===== src/rtl/axi_arb_pkg.sv =====
// Shared definitions for the AXI read arbiter: FSM state encoding plus
// AXI response and burst-type codes.
package axi_arb_pkg;

    typedef enum logic [1:0] {
        ST_IDLE = 2'b00,
        ST_ADDR = 2'b01,
        ST_DATA = 2'b10
    } state_e;

    localparam logic [1:0] OKAY        = 2'b00;

    localparam logic [1:0] BURST_FIXED = 2'b00;
    localparam logic [1:0] BURST_INCR  = 2'b01;
    localparam logic [1:0] BURST_WRAP  = 2'b10;

endpackage


===== src/rtl/rr_arb2.sv =====
// Two-way winner select. Round-robin on last_served when AXI_RD_ARB_RR_EN
// is defined, otherwise fixed priority with m0 winning ties.
module rr_arb2 (
    input  logic [1:0] req,
    input  logic       last_served,
    output logic [1:0] gnt
);

`ifdef AXI_RD_ARB_RR_EN
    // last_served=1 means m1 finished most recently, so m0 takes a tie.
    always_comb begin
        gnt = req;
        if (req == 2'b11) begin
            gnt = last_served ? 2'b01 : 2'b10;
        end
    end
`else
    logic w_unused_last_served;

    assign w_unused_last_served = last_served;
    assign gnt = req[0] ? 2'b01 : {req[1], 1'b0};
`endif

endmodule


===== src/rtl/axi_rd_arb.sv =====
// Two-master AXI read arbiter onto one memory slave: IDLE/ADDR/DATA FSM,
// burst length tracked by an 8-bit beat counter. AXI_RD_ARB_RR_EN selects round-robin.
module axi_rd_arb
    import axi_arb_pkg::*;
#(
    parameter int ADDR_WIDTH = 8,
    parameter int DATA_WIDTH = 32
) (
    input  logic                  clk,
    input  logic                  rst_n,
    input  logic [ADDR_WIDTH-1:0] m0_ar_addr,
    input  logic [7:0]            m0_ar_len,
    input  logic [2:0]            m0_ar_size,
    input  logic [1:0]            m0_ar_burst,
    input  logic                  m0_ar_valid,
    output logic                  m0_ar_ready,
    output logic [DATA_WIDTH-1:0] m0_r_data,
    output logic [1:0]            m0_r_resp,
    output logic                  m0_r_last,
    output logic                  m0_r_valid,
    input  logic                  m0_r_ready,
    input  logic [ADDR_WIDTH-1:0] m1_ar_addr,
    input  logic [7:0]            m1_ar_len,
    input  logic [2:0]            m1_ar_size,
    input  logic [1:0]            m1_ar_burst,
    input  logic                  m1_ar_valid,
    output logic                  m1_ar_ready,
    output logic [DATA_WIDTH-1:0] m1_r_data,
    output logic [1:0]            m1_r_resp,
    output logic                  m1_r_last,
    output logic                  m1_r_valid,
    input  logic                  m1_r_ready,
    output logic [ADDR_WIDTH-1:0] s_ar_addr,
    output logic [7:0]            s_ar_len,
    output logic [2:0]            s_ar_size,
    output logic [1:0]            s_ar_burst,
    output logic                  s_ar_valid,
    input  logic                  s_ar_ready,
    input  logic [DATA_WIDTH-1:0] s_r_data,
    input  logic [1:0]            s_r_resp,
    input  logic                  s_r_last,
    input  logic                  s_r_valid,
    output logic                  s_r_ready,
    output logic [1:0]            grant,
    output logic                  busy
);

    state_e      r_state;
    state_e      w_state_nxt;
    logic [1:0]  r_grant;
    logic [7:0]  r_cnt;
    logic [1:0]  w_req;
    logic [1:0]  w_win;
    logic        w_last_served;
    logic        w_sel_m1;
    logic        w_ar_hs;
    logic        w_r_hs;

    assign w_req    = {m1_ar_valid, m0_ar_valid};
    assign w_sel_m1 = r_grant[1];
    assign w_ar_hs  = s_ar_valid && s_ar_ready;
    assign w_r_hs   = s_r_valid && s_r_ready;
    assign grant    = r_grant;
    assign busy     = (r_state != ST_IDLE);

`ifdef AXI_RD_ARB_RR_EN
    logic r_last_served;

    always_ff @(posedge clk or negedge rst_n) begin
        if (!rst_n) begin
            r_last_served <= 1'b1;
        end else if (r_state == ST_DATA && w_r_hs && r_cnt == 8'd0) begin
            r_last_served <= r_grant[1];
        end
    end

    assign w_last_served = r_last_served;
`else
    assign w_last_served = 1'b1;
`endif

    rr_arb2 u_rr_arb2 (
        .req         (w_req),
        .last_served (w_last_served),
        .gnt         (w_win)
    );

    // NOTE: non-blocking assignments so every register samples pre-edge values.
    always_ff @(posedge clk or negedge rst_n) begin
        if (!rst_n) begin
            r_state <= ST_IDLE;
            r_grant <= 2'b00;
            r_cnt   <= 8'd0;
        end else begin
            r_state <= w_state_nxt;
            case (r_state)
                ST_IDLE: if (|w_req) r_grant <= w_win;
                ST_ADDR: if (w_ar_hs) r_cnt <= w_sel_m1 ? m1_ar_len : m0_ar_len;
                ST_DATA: begin
                    // The counter alone ends the burst; s_r_last is only forwarded.
                    if (w_r_hs) begin
                        if (r_cnt == 8'd0) r_grant <= 2'b00;
                        else               r_cnt   <= r_cnt - 8'd1;
                    end
                end
                default: ;
            endcase
        end
    end

    // NOTE: default assignment first so every path drives the signal and no latch is inferred.
    always_comb begin
        w_state_nxt = r_state;
        case (r_state)
            ST_IDLE: if (|w_req) w_state_nxt = ST_ADDR;
            ST_ADDR: if (w_ar_hs) w_state_nxt = ST_DATA;
            ST_DATA: if (w_r_hs && r_cnt == 8'd0) w_state_nxt = ST_IDLE;
            default: w_state_nxt = ST_IDLE;
        endcase
    end

    always_comb begin
        s_ar_addr   = w_sel_m1 ? m1_ar_addr  : m0_ar_addr;
        s_ar_len    = w_sel_m1 ? m1_ar_len   : m0_ar_len;
        s_ar_size   = w_sel_m1 ? m1_ar_size  : m0_ar_size;
        s_ar_burst  = w_sel_m1 ? m1_ar_burst : m0_ar_burst;
        s_ar_valid  = 1'b0;
        m0_ar_ready = 1'b0;
        m1_ar_ready = 1'b0;
        s_r_ready   = 1'b0;
        m0_r_valid  = 1'b0;
        m1_r_valid  = 1'b0;
        m0_r_data   = s_r_data;
        m1_r_data   = s_r_data;
        m0_r_resp   = s_r_resp;
        m1_r_resp   = s_r_resp;
        m0_r_last   = s_r_last;
        m1_r_last   = s_r_last;
        case (r_state)
            ST_ADDR: begin
                s_ar_valid  = w_sel_m1 ? m1_ar_valid : m0_ar_valid;
                m0_ar_ready = !w_sel_m1 && s_ar_ready;
                m1_ar_ready =  w_sel_m1 && s_ar_ready;
            end
            ST_DATA: begin
                s_r_ready  = w_sel_m1 ? m1_r_ready : m0_r_ready;
                m0_r_valid = !w_sel_m1 && s_r_valid;
                m1_r_valid =  w_sel_m1 && s_r_valid;
            end
            default: ;
        endcase
    end

endmodule


===== config.mk =====
export PLATFORM = sky130hd
export DESIGN_NAME = axi_rd_arb
export DESIGN_NICKNAME = d
export VERILOG_FILES = /design/src/rtl/axi_arb_pkg.sv /design/src/rtl/rr_arb2.sv /design/src/rtl/axi_rd_arb.sv
export SDC_FILE = /design/constraint.sdc
export NUM_CORES = 1
export LEC_CHECK = 0
export ABC_AREA = 1
export ABC_CLOCK_PERIOD_IN_PS = 2410
export CAP_MARGIN = 20
export CORE_MARGIN = 1.5
export CORE_UTILIZATION = 32
export CTS_CLUSTER_SIZE = 8
export DETAILED_ROUTE_END_ITERATION = 8
export PLACE_DENSITY = 0.86
export RECOVER_POWER = 50
export SETUP_SLACK_MARGIN = 0.3
export SLEW_MARGIN = 20
export SYNTH_ARGS = -nofsm -noshare
export SYNTH_HDL_FRONTEND = slang
export SYNTH_SLANG_ARGS = --single-unit
export TNS_END_PERCENT = 20

===== constraint.sdc =====
create_clock -name clk -period 2.41 [get_ports clk]
set_input_delay 0.482 -clock clk [delete_from_list [all_inputs] [get_ports clk]]
set_output_delay 0.482 -clock clk [all_outputs]
set_load 0.02 [all_outputs]

---- After elaboration in Yosys (flattened, before gate mapping) ----
Index checks and enable logic that the tools add are counted.
Widths: inputs -> output; s select.
word-level totals
  bits in registers ....................... 12
  latch bits .............................. 0
  bits in writable memories ............... 0
  memory bits (read-only) ................. 0
  input bits .............................. 85
  output and inout port bits .............. 100
  word-level logic and storage cells ...... 54
  memories ................................ 0
operators by class
  $add $sub $neg .......................... 1
  $mul .................................... 0
  divide/modulo/power cells ............... 0
  $lt $le $gt $ge ......................... 0
  equality and inequality tests ........... 8
  shift operators ......................... 0
  multiplexer cells ....................... 25
  bitwise logic cells ..................... 0
  reduce and logical (&&, ||, !) cells .... 17
operators by type and width
  operator             count
  $mux 8               5
  $mux 2               8
  $pmux 8 s2           1
  $ne 2x2->1 const B   6
  $logic_not 8->1      1
  $mux 1               8
  $reduce_and 4->1     2
  $sub 8x1->8 const B  1
  $logic_and 1x1->1    7
  $pmux 2 s3           1
  $reduce_bool 2->1    3
  $pmux 2 s2           1
  $mux 3               1
  $reduce_and 3->1     1
  $eq 2x1->1 const B   1
  $eq 2x2->1 const B   1
  $logic_not 2->1      1
  $reduce_or 2->1      1
  $logic_not 1->1      1

---- Longest topological paths before layout ----
  depth in word-level cells ............... 6
  mapped depth ............................ 9
  mapped depth without buffers ............ 9

---- By module ----
From an unflattened synthesis, not the netlist that was laid out.
second synthesis, totals
  cell total of the unflattened synthesis .. 287
  area total of the unflattened synthesis .. 1764.2 sq um
modules (own cells, without submodules)
  module      times used  cells an instance  area each (sq um)  seq. area each (sq um)
  axi_rd_arb  1           284                1746.7             300.3
  rr_arb2     1           3                  17.5               0.0

---- Worst setup path after synthesis ----
Ideal clock, no wire load.
  path type ............................... flip-flop to output port
  from .................................... reg r_state[0]
  to ...................................... out m0_r_valid
  arrival time ............................ 1.343 ns
  required time ........................... 1.928 ns
  path slack .............................. 0.585 ns
  stages on the path, launching flop included .. 5
  buffers on the path ..................... 1
  cells stage by stage .................... dfrtp_1 -> nor2_4 -> inv_4 -> buf_2 -> nor3_1
on the way
  word-level cells in the longest chain between the ends .. 2
RTL lines
  what                    line               RTL
  from (decl)             axi_rd_arb.sv:48   state_e r_state;
  from (signal assigned)  axi_rd_arb.sv:95   r_state <= w_state_nxt;
  $eq 2x2->1              axi_rd_arb.sv:139  case (r_state)
  $mux 1                  axi_rd_arb.sv:139
  to (decl)               axi_rd_arb.sv:20   output logic m0_r_valid,
No other way between the ends.

---- Worst setup path after layout ----
  from .................................... in m0_ar_len[1]
  to ...................................... out s_ar_len[1]
on the way
  word-level cells in the longest chain between the ends .. 1
RTL lines
  what         line               RTL
  from (decl)  axi_rd_arb.sv:12   input logic [7:0] m0_ar_len,
  $mux 8       axi_rd_arb.sv:124  s_ar_len = w_sel_m1 ? m1_ar_len : m0_ar_len;
  to (decl)    axi_rd_arb.sv:34   output logic [7:0] s_ar_len,
No other way between the ends.

==> reports/metrics.cfg <==
[outcome]
status=completed

[cells_and_area]
fill_cells=512
syn_to_final_growth_pct=24.4
diodes=0
stdcell_area_mm2=0.00219
nets=395
fin_cells=376
utilization_pct=42.1
drive_gt1_share_pct=9.48

[logic_synthesis]
synth_area_leaders=buf_4 (30%), nand2_1 (28%), dfrtp_1 (17%)
synth_seq_cells=12
syn-num-nets=379
synth_top_area_cell=buf_4
synthesis.area_mm2=0.00176
ys_warn_count=0
netlist.area_leader.share_pct=30.3
syn_area_per_cell_um2=6.03
yosysUniqueCellTypes=25
synthCells=292
ys_seq_area_share_pct=17.0

[worst_hold_path]
hp-class=register to register
worstHoldStart=grant[0]
min_path_cells=2
whs_endpoint=grant[0]

[critical_path]
path_class=input port to output pin
crit_fanout=2
start_kind=input port
endpoint_kind=output pin
cp_slowest_stage_delay_ns=0.61
rr_worst_depth=8
r2r_slack_ns=0.86
reg2reg_to=r_cnt[7]
arrival_ns=1.70
r2r_start=grant[1]
crit_path_cell_trace=clkdlybuf4s50_1 -> nand2_1 -> nand2_1 -> clkdlybuf4s50_1
cp.required_ns=1.93
critical-path-slowest-cell=clkdlybuf4s50_1

[floorplan]
num_io_pins=185
dieArea_mm2=0.00596
die_w_um=77.2
core.rowCount=26
core_area_mm2=0.00520
start_util_pct=33.8
die_h_um=77.2

[pwr]
p_leak_uw=0.00117
ir_worst_vdd_mv=0.271
power_uw=2200
power.density_mw_per_mm2=1000

[cts]
cts_setup_buffers=0
clockBufferDepth=2
root_buffer=clkbuf_8
cts_max_level=1
cts_hold_buf=0
numCtsBuffers=3
clk_pin_slew_ns=0.05
worstSkewPairLatency_ns=0.23
clock_sinks=12
cts_tree=built

[sta]
hold_viol=0
setup_viol=0
slew_viol_final=0
max_freq_mhz=458
fin_crit_sh_pct=90.7
worst_slack_ns=0.225
worst_slew_pin_slew_ns=0.526
min_period_ns=2.19
max_slew_margin_pct=64.8
grt_setup_unrepaired=true
finClkSkew_ns=0.00190

[global_route]
overflow=0
first_global_vias=1717
grt_antenna_before_repair=0
grt_pass1_wl_um=7650
grt_max_degree=23
grt.total_usage_pct=15.8

[detailed_routing]
routed_wirelength_um=4700
vias_per_cell=4.53
via_count=1705
drt_iter0_markers=76
dr.pass1.iters=4
wire_per_inst_um=12.5
ant_nets=0
drc=0

[place]
dpl.cell_count=372
globalplace.congestion=0.824
portBuffers=79
dpl_cell_area_mm2=0.00213
place_ws_ns=-0.0156
dp_hpwl_um=3610

[run]
max_cap_violations=0

[power by group]
part | internal, uW | switching (uW) | total [uW]
Combinational | 644 | 972 | 1620
Sequential | 301 | 110 | 411
Clock | 109 | 64.0 | 173
[state kept, by name (all words and copies together) (netlist names)]
register,flops
r_state,2
grant,2
r_cnt,8
[cells in the final DEF (no fill, tap or decap), drive strengths merged, types with 3 or more instances in the layout]
cell type / Yosys / routed
buf: 76 / 7
o21ai: 9 / 9
dfrtp: 12 / 12
nor3: 6 / 6
inv: 18 / 19
clkdlybuf4s50: 0 / 68
nor2: 22 / 22
dlymetal6s2s: 0 / 5
nand3: 7 / 7
clkbuf: 0 / 3
dlygate4sd2: 0 / 4
a21oi: 4 / 4
nand2: 132 / 132
[Yosys cell counts, drive strengths merged]
| cell type | count |
|---|---|
| a21oi | 4 |
| buf | 76 |
| dfrtp | 12 |
| ha | 2 |
| inv | 18 |
| nand2 | 132 |
| nand3 | 7 |
| nand4 | 2 |
| nor2 | 22 |
| nor3 | 6 |
| o21ai | 9 |
| o21bai | 1 |
| or2 | 1 |
[repair_timing]
| action | CTS | global route |
|---|---|---|
| endpoints found under the setup margin | 27 | 25 |
| resized for setup | 13 | 5 |
| gates cloned | 1 | 0 |
[worst max-delay path: cells and delay by family]
| family | cells | cell delay [ns] |
|---|---|---|
| AND/OR/NAND/NOR | 2 | 0.16 |
| buffers and inverters | 2 | 1.07 |
[per-layer routing]
| layer | vias to the layer above | GRT usage, % | share of wire [%] |
|---|---|---|---|
| met3 | 13 | 4.76 | 10 |
| met2 | 116 | 27.4 | 48 |
| met5 | - | 0 | 0 |
| met4 | 0 | 8.91 | 2.5 |
| li1 | 849 | - | - |
| met1 | 727 | 17.1 | 39 |
[metrics by stage]
| step | hold WS, ns | setup TNS [ns] |
|---|---|---|
| 2_1_floorplan | 0.186 | 0 |
| 3_3_place_gp | 0.477 | 0 |
| 3_5_place_dp | 0.477 | -0.0198 |
| 4_1_cts | 0.487 | 0 |
| 5_1_grt | 0.515 | 0 |
| 6_report | 0.477 | 0 |
[how the worst max path moves through the flow]
stage / slack (ns) / end / start / depth (start not counted)
4_1_cts: 0.05 / m0_ar_ready / s_ar_ready / 4
3_3_place_gp: 0.02 / m1_r_valid / s_r_valid / 4
3_5_place_dp: -0.02 / m1_r_valid / s_r_valid / 4
6_report: 0.22 / s_ar_len[1] / m0_ar_len[1] / 4
2_1_floorplan: 0.59 / m0_r_valid / r_state[0] / 4
5_1_grt: 0.15 / s_ar_len[1] / m0_ar_len[1] / 4
[final cells by class]
cell class	count	area, um2	share of cell area, %
timing repair buffer	86	856	39.0
inverter	18	75.1	3.42
timing repair inverter	1	3.75	0.171
sequential	12	302	13.8
clock buffer	3	41.3	1.88
multi-input combinational	186	827	37.7
tap	70	87.6	4.00
[cells by family (layout without fill, tap and decap cells)]
family                     Yosys count  count (layout)  share of synthesized area [%]
DFF                                 12              12                           17.0
AOI/OAI and AO/OA                   14              14                           4.76
and+or+nand+nor                    170             170                           40.8
adders and majority gates            2               2                           1.42
buffers and inverters               94             108                           36.0
Note: power is estimated with default switching activity, not from simulation.
